File: config.mk
export PLATFORM = sky130hd
export DESIGN_NAME = mem_arbiter_flat
export DESIGN_NICKNAME = d
export VERILOG_FILES = /design/src/rtl/mem_arb_pkg.sv /design/src/rtl/mem_arbiter_if.sv /design/src/rtl/rr_arb2.sv /design/src/rtl/mem_arbiter.sv /design/src/flat_wrapper.sv
export SDC_FILE = /design/constraint.sdc
export NUM_CORES = 1
export LEC_CHECK = 0
export ABC_AREA = 1
export CAP_MARGIN = 10
export CORE_AREA = 8 8 96 98
export DETAILED_ROUTE_END_ITERATION = 16
export DIE_AREA = 0 0 104 106
export PLACE_DENSITY_LB_ADDON = 0.05
export SLEW_MARGIN = 20
export SYNTH_ARGS = -nofsm -noshare
export SYNTH_HDL_FRONTEND = slang
export SYNTH_SLANG_ARGS = --single-unit
File: constraint.sdc
create_clock -name clk -period 1.4 [get_ports clk]
set_clock_uncertainty 0.2 [all_clocks]
set_input_delay 0.28 -clock clk [delete_from_list [all_inputs] [get_ports clk]]
set_output_delay 0.28 -clock clk [all_outputs]
set_load 0.005 [all_outputs]
File: src/rtl/mem_arb_pkg.sv
// Shared constants and types for the fetch/data RAM arbiter.
package mem_arb_pkg;

   localparam int ADDR_W_DEF    = 30;
   localparam int DATA_W_DEF    = 32;
   localparam int MEM_WORDS_DEF = 256;

   localparam logic PORT_I = 1'b0;
   localparam logic PORT_D = 1'b1;

   typedef struct packed {
      logic valid;
      logic owner;
      logic err;
   } rsp_t;

endpackage

File: src/rtl/mem_arbiter_if.sv
// Bus bundle between the fetch and load/store requesters, the arbiter and the single-port RAM.
interface mem_arbiter_if
   import mem_arb_pkg::*;
#(
   parameter int ADDR_W = ADDR_W_DEF,
   parameter int DATA_W = DATA_W_DEF
);
   logic              i_req;
   logic [ADDR_W-1:0] i_addr;
   logic              i_gnt;
   logic              i_rvalid;
   logic              i_err;
   logic [DATA_W-1:0] i_rdata;

   logic              d_req;
   logic              d_we;
   logic [ADDR_W-1:0] d_addr;
   logic [DATA_W-1:0] d_wdata;
   logic              d_gnt;
   logic              d_rvalid;
   logic              d_err;
   logic [DATA_W-1:0] d_rdata;

   logic              ram_wren;
   logic [ADDR_W-1:0] ram_address;
   logic [DATA_W-1:0] ram_data;
   logic [DATA_W-1:0] ram_q;

   modport slave (
      input  i_req, i_addr, d_req, d_we, d_addr, d_wdata, ram_q,
      output i_gnt, i_rvalid, i_err, i_rdata,
      output d_gnt, d_rvalid, d_err, d_rdata,
      output ram_wren, ram_address, ram_data
   );

   modport master (
      output i_req, i_addr, d_req, d_we, d_addr, d_wdata, ram_q,
      input  i_gnt, i_rvalid, i_err, i_rdata,
      input  d_gnt, d_rvalid, d_err, d_rdata,
      input  ram_wren, ram_address, ram_data
   );

endinterface

File: src/rtl/rr_arb2.sv
// Two-request arbiter indexed by port id. Build option MEM_ARB_RR_EN: round-robin on
// contention; otherwise the data port always wins and no priority state exists.
module rr_arb2
   import mem_arb_pkg::*;
(
`ifdef MEM_ARB_RR_EN
   input  logic       clk,
`endif
   input  logic       rst,
   input  logic [1:0] req_i,
   output logic [1:0] gnt_o
);

`ifdef MEM_ARB_RR_EN
   logic last_q, last_d;   // port that won the most recent contended cycle

   always_ff @(posedge clk) begin
      if (rst) last_q <= PORT_I;
      else     last_q <= last_d;
   end

   always_comb begin
      gnt_o  = 2'b00;
      last_d = last_q;
      if (!rst) begin
         if (req_i[PORT_I] && req_i[PORT_D]) begin
            if (last_q == PORT_I) gnt_o[PORT_D] = 1'b1;
            else                  gnt_o[PORT_I] = 1'b1;
            last_d = ~last_q;
         end else begin
            gnt_o = req_i;
         end
      end
   end
`else
   always_comb begin
      gnt_o = 2'b00;
      if (!rst) begin
         if (req_i[PORT_D]) gnt_o[PORT_D] = 1'b1;
         else               gnt_o[PORT_I] = req_i[PORT_I];
      end
   end
`endif

endmodule

File: src/rtl/mem_arbiter.sv
// Fetch/data arbiter for the shared single-port RAM; read data is routed back one cycle later.
// Build option: MEM_ARB_RR_EN selects round-robin contention instead of fixed data priority.
module mem_arbiter
   import mem_arb_pkg::*;
#(
   parameter int ADDR_W    = ADDR_W_DEF,
   parameter int DATA_W    = DATA_W_DEF,
   parameter int MEM_WORDS = MEM_WORDS_DEF
) (
   input logic          clk,
   input logic          rst,
   mem_arbiter_if.slave bus
);

   logic [1:0] req;
   logic [1:0] gnt;
   logic       i_in_range;
   logic       d_in_range;
   logic       i_own;
   logic       d_own;
   rsp_t       rsp_q, rsp_d;

   assign req = {bus.d_req, bus.i_req};

   rr_arb2 u_arb (
`ifdef MEM_ARB_RR_EN
      .clk   (clk),
`endif
      .rst   (rst),
      .req_i (req),
      .gnt_o (gnt)
   );

   assign i_in_range = bus.i_addr < ADDR_W'(MEM_WORDS);
   assign d_in_range = bus.d_addr < ADDR_W'(MEM_WORDS);

   assign bus.i_gnt       = gnt[PORT_I];
   assign bus.d_gnt       = gnt[PORT_D];
   assign bus.ram_address = gnt[PORT_D] ? bus.d_addr : bus.i_addr;
   assign bus.ram_wren    = gnt[PORT_D] & bus.d_we & d_in_range;
   assign bus.ram_data    = bus.d_wdata;

   always_comb begin
      rsp_d = '0;
      if (gnt[PORT_I]) begin
         rsp_d.valid = 1'b1;
         rsp_d.owner = PORT_I;
         rsp_d.err   = ~i_in_range;
      end else if (gnt[PORT_D] && !bus.d_we) begin
         rsp_d.valid = 1'b1;
         rsp_d.owner = PORT_D;
         rsp_d.err   = ~d_in_range;
      end
   end

   always_ff @(posedge clk) begin
      if (rst) rsp_q <= '0;
      else     rsp_q <= rsp_d;
   end

   // rst also masks a response registered on the edge just before it rose
   assign i_own = rsp_q.valid & (rsp_q.owner == PORT_I) & ~rst;
   assign d_own = rsp_q.valid & (rsp_q.owner == PORT_D) & ~rst;

   assign bus.i_rvalid = i_own;
   assign bus.i_err    = i_own & rsp_q.err;
   assign bus.i_rdata  = (i_own & ~rsp_q.err) ? bus.ram_q : '0;

   assign bus.d_rvalid = d_own;
   assign bus.d_err    = d_own & rsp_q.err;
   assign bus.d_rdata  = (d_own & ~rsp_q.err) ? bus.ram_q : '0;

endmodule

File: src/flat_wrapper.sv
// flat-port wrapper written by rule: the top's interface ports become plain ports
module mem_arbiter_flat import mem_arb_pkg::*;
#(
   parameter int ADDR_W    = ADDR_W_DEF,
   parameter int DATA_W    = DATA_W_DEF,
   parameter int MEM_WORDS = MEM_WORDS_DEF
)
  (clk, rst, bus_i_req, bus_i_addr, bus_d_req, bus_d_we, bus_d_addr, bus_d_wdata, bus_ram_q, bus_i_gnt, bus_i_rvalid, bus_i_err, bus_i_rdata, bus_d_gnt, bus_d_rvalid, bus_d_err, bus_d_rdata, bus_ram_wren, bus_ram_address, bus_ram_data);
  mem_arbiter_if #(.ADDR_W(ADDR_W), .DATA_W(DATA_W)) bus_i ();
  input logic clk;
  input logic rst;
  input wire logic [$bits(bus_i.i_req)-1:0] bus_i_req;
  input wire logic [$bits(bus_i.i_addr)-1:0] bus_i_addr;
  input wire logic [$bits(bus_i.d_req)-1:0] bus_d_req;
  input wire logic [$bits(bus_i.d_we)-1:0] bus_d_we;
  input wire logic [$bits(bus_i.d_addr)-1:0] bus_d_addr;
  input wire logic [$bits(bus_i.d_wdata)-1:0] bus_d_wdata;
  input wire logic [$bits(bus_i.ram_q)-1:0] bus_ram_q;
  output wire logic [$bits(bus_i.i_gnt)-1:0] bus_i_gnt;
  output wire logic [$bits(bus_i.i_rvalid)-1:0] bus_i_rvalid;
  output wire logic [$bits(bus_i.i_err)-1:0] bus_i_err;
  output wire logic [$bits(bus_i.i_rdata)-1:0] bus_i_rdata;
  output wire logic [$bits(bus_i.d_gnt)-1:0] bus_d_gnt;
  output wire logic [$bits(bus_i.d_rvalid)-1:0] bus_d_rvalid;
  output wire logic [$bits(bus_i.d_err)-1:0] bus_d_err;
  output wire logic [$bits(bus_i.d_rdata)-1:0] bus_d_rdata;
  output wire logic [$bits(bus_i.ram_wren)-1:0] bus_ram_wren;
  output wire logic [$bits(bus_i.ram_address)-1:0] bus_ram_address;
  output wire logic [$bits(bus_i.ram_data)-1:0] bus_ram_data;
  assign bus_i.i_req = bus_i_req;
  assign bus_i.i_addr = bus_i_addr;
  assign bus_i.d_req = bus_d_req;
  assign bus_i.d_we = bus_d_we;
  assign bus_i.d_addr = bus_d_addr;
  assign bus_i.d_wdata = bus_d_wdata;
  assign bus_i.ram_q = bus_ram_q;
  assign bus_i_gnt = bus_i.i_gnt;
  assign bus_i_rvalid = bus_i.i_rvalid;
  assign bus_i_err = bus_i.i_err;
  assign bus_i_rdata = bus_i.i_rdata;
  assign bus_d_gnt = bus_i.d_gnt;
  assign bus_d_rvalid = bus_i.d_rvalid;
  assign bus_d_err = bus_i.d_err;
  assign bus_d_rdata = bus_i.d_rdata;
  assign bus_ram_wren = bus_i.ram_wren;
  assign bus_ram_address = bus_i.ram_address;
  assign bus_ram_data = bus_i.ram_data;
  mem_arbiter #(.ADDR_W(ADDR_W), .DATA_W(DATA_W), .MEM_WORDS(MEM_WORDS)) u_core (.clk(clk), .rst(rst), .bus(bus_i));
endmodule
==> metrics.yaml <==
status:
  outcome: "finished, violations left"
  failed_checks: "setup timing"
final_layout:
  largest_registers: "u_core.rsp_q (3)"
  layout-drive-gt1-share_pct: 66.3
  n_fill_cell: 803
  fin_cells: 609
  num_antenna_cells: 0
  seq_area_um2: 66.3
  layout.nets: 634
  multi_input_area_um2: 1500
  syn_to_final_growth_pct: 199
  regMostFlops: "u_core.rsp_q"
  largest_reg_flops: 3
logic_synthesis:
  synth_seq_cells: 3
  synthTopCellsByCount: "nand2_1 (101), nor2_1 (87), inv_1 (39), buf_4 (33), buf_6 (6)"
  synth_area_um2: 1400
  avgSynthCellArea_um2: 4.73
  synth_most_common_cell: "nand2_1"
  synth_cells: 295
  synth_top_area_share_pct: 27.2
  ys_types: 17
  synthesis.nets: 424
  ys_top_cells_by_area: "nand2_1 (27%), nor2_1 (23%), buf_4 (18%)"
  synth_largest_area_cell: "nand2_1"
  synth_async_sr_flop_share_pct: 0
  synthFlopType: "dfxtp_1"
  ys_seq_area_share_pct: 4.30
  ys.warnings.count: 0
  synth_edf_count: 0
place:
  dp_hpwl_um: 7040
  portBuffers: 197
  dp_cells: 571
  gp_congestion: 0.734
floorplan:
  die_w_um: 104
  die_height_um: 106
  die_area_um2: 11000
  rows: 33
  ios: 262
  start_util_pct: 17.8
  core_um2: 7850
critical_path:
  critical-path-top-delay-family: "simple AND/OR/NAND/NOR gates"
  crit_path_max_fanout: 8
  worstSetupStartpoint: "u_core.rsp_q[1]"
  cp.arrival_ns: 1.36
  criticalPathCategory: "register to primary output"
  crit_path_cell_trace: "nor3_4 > nand2_4 > clkbuf_16 > nor2_2 > buf_2"
  path_buf_inv: 2
  cp-start-kind: "register"
  slowest_stage: "dfxtp_4"
  slowest_delay_ns: 0.35
  cp-end-kind: "primary output"
  required_ns: 0.92
timing:
  whs_ns: 0.267
  slew_violations: 0
  hold_violations: 0
  fin_ws_ns: -0.435
  relSlewSlack_pct: 82.3
  finalCriticalPeriod_ns: 1.84
  rsz0062_at_grt: "yes"
  clock.fmax_ghz: 0.545
  fin_setup_tns_ns: -34.42
  timing.final.crit_share_pct: 131
  tightest_slew_ns: 0.263
  setup_violations: 100
power_and_ir_drop:
  ir_drop_mv: 0.218
  power_leakage_uw: 0.00217
  powerDensity_nw_per_um2: 321
clock_tree:
  clk_path_buf_depth: 2
  cts_htree_levels: 1
  cts_root_buf: "clkbuf_8"
  cts_buffers: 3
  cts_tree: "yes"
  path_clk_slew_ns: 0.03
  cts.sink_count: 3
detailed_routing:
  num_vias: 2530
  vias_per_cell: 4.15
  ant_nets: 0
  route.detailed.drc: 0
  wirelength_um: 9680
  wl_per_cell_um: 15.9
  drtIter0Drc: 31
  drt-pass1-iter-count: 4
job:
  drv_cap: 0
grt:
  met1_usage_pct: 16.3
  grt_usage_pct: 16.0
  grt_pass1_wl_um: 14300
  met2_usage_pct: 30.3
  first_global_vias: 2578
  grt.overflow.total: 0
  grt_max_degree: 17
  met3_usage_pct: 5.93
  busiest_layer: "met2"
  antenna_found_initial: 0
hold_path:
  min_path_type: "primary input to register"
  hp-start: "bus_i_req"
## cells by family (layout without fill, tap and decap cells)
| group | count (synthesis) | after routing | synth area share, % |
|---|---|---|---|
| simple gates | 204 | 207 | 59.2 |
| flops | 3 | 3 | 4.31 |
| buf+inv | 85 | 291 | 35.4 |
| compound gates | 3 | 3 | 1.08 |
## worst paths after layout
check | endpoint | slack, ns | depth (start not counted)
setup / recovery | bus_i_rdata[24] | -0.44 | 5
hold / removal | u_core.rsp_q[2] | 0.27 | 3
## timing repair
| item | in CTS | in global routing |
|---|---|---|
| setup buffers | 20 | 5 |
| resized for setup | 574 | 203 |
| setup endpoints to repair | 104 | 102 |
| hold buffers | 0 | 0 |
| cloned | 8 | 4 |
| pin swaps | 50 | 43 |
## tightest hold or removal path: stages
cell	delay, ns
dlygate4sd2_1	0.21
nand3_2	0.08
o21ai_0	0.07
## layer usage
layer / share of wire, % / wire length (um)
met1: 36 / 3510
met2: 54 / 5190
met3: 9.1 / 878
met4: 1.0 / 99
met5: 0 / 0
## metrics by stage
stage | area, um^2 | setup WS (ns) | util (%) | total power, uW
finish | 4180 | -0.435 | 53.3 | 1340
global route | 4180 | -0.494 | 53.3 | 1440
CTS | 3570 | -0.526 | 45.5 | 1180
detailed placement | 3330 | -1.13 | 42.5 | 862
global placement | 3330 | -1.11 | 42.5 | 861
floorplan | 1400 | 0.0281 | - | 371
## report_power, final
group	internal, uW	switching, uW	leakage, uW
logic	567	425	0.00212
clock network	194	58.3	0.0000228
registers	91.3	5.62	0.0000261
## cell type report
type / instances / area share (%)
timing repair buffer: 246 / 54.1
multi-input combinational: 210 / 36.0
inverter: 41 / 4.13
tap: 105 / 3.14
sequential: 3 / 1.59
clock buffer: 4 / 1.08
## cell usage in the layout (no fill, tap or decap), drive strengths merged
cell,synthesis,final
buf,44,169
clkbuf,0,8
clkdlybuf4s50,0,62
clkinvlp,0,1
dfxtp,3,3
dlygate4sd2,0,2
dlymetal6s2s,0,9
inv,41,40
nand2,103,106
nand3,4,4
nor2,94,94
nor3,1,1
nor4,1,1
o21ai,3,3
or2,1,1
(Power assumes the default switching activity.)
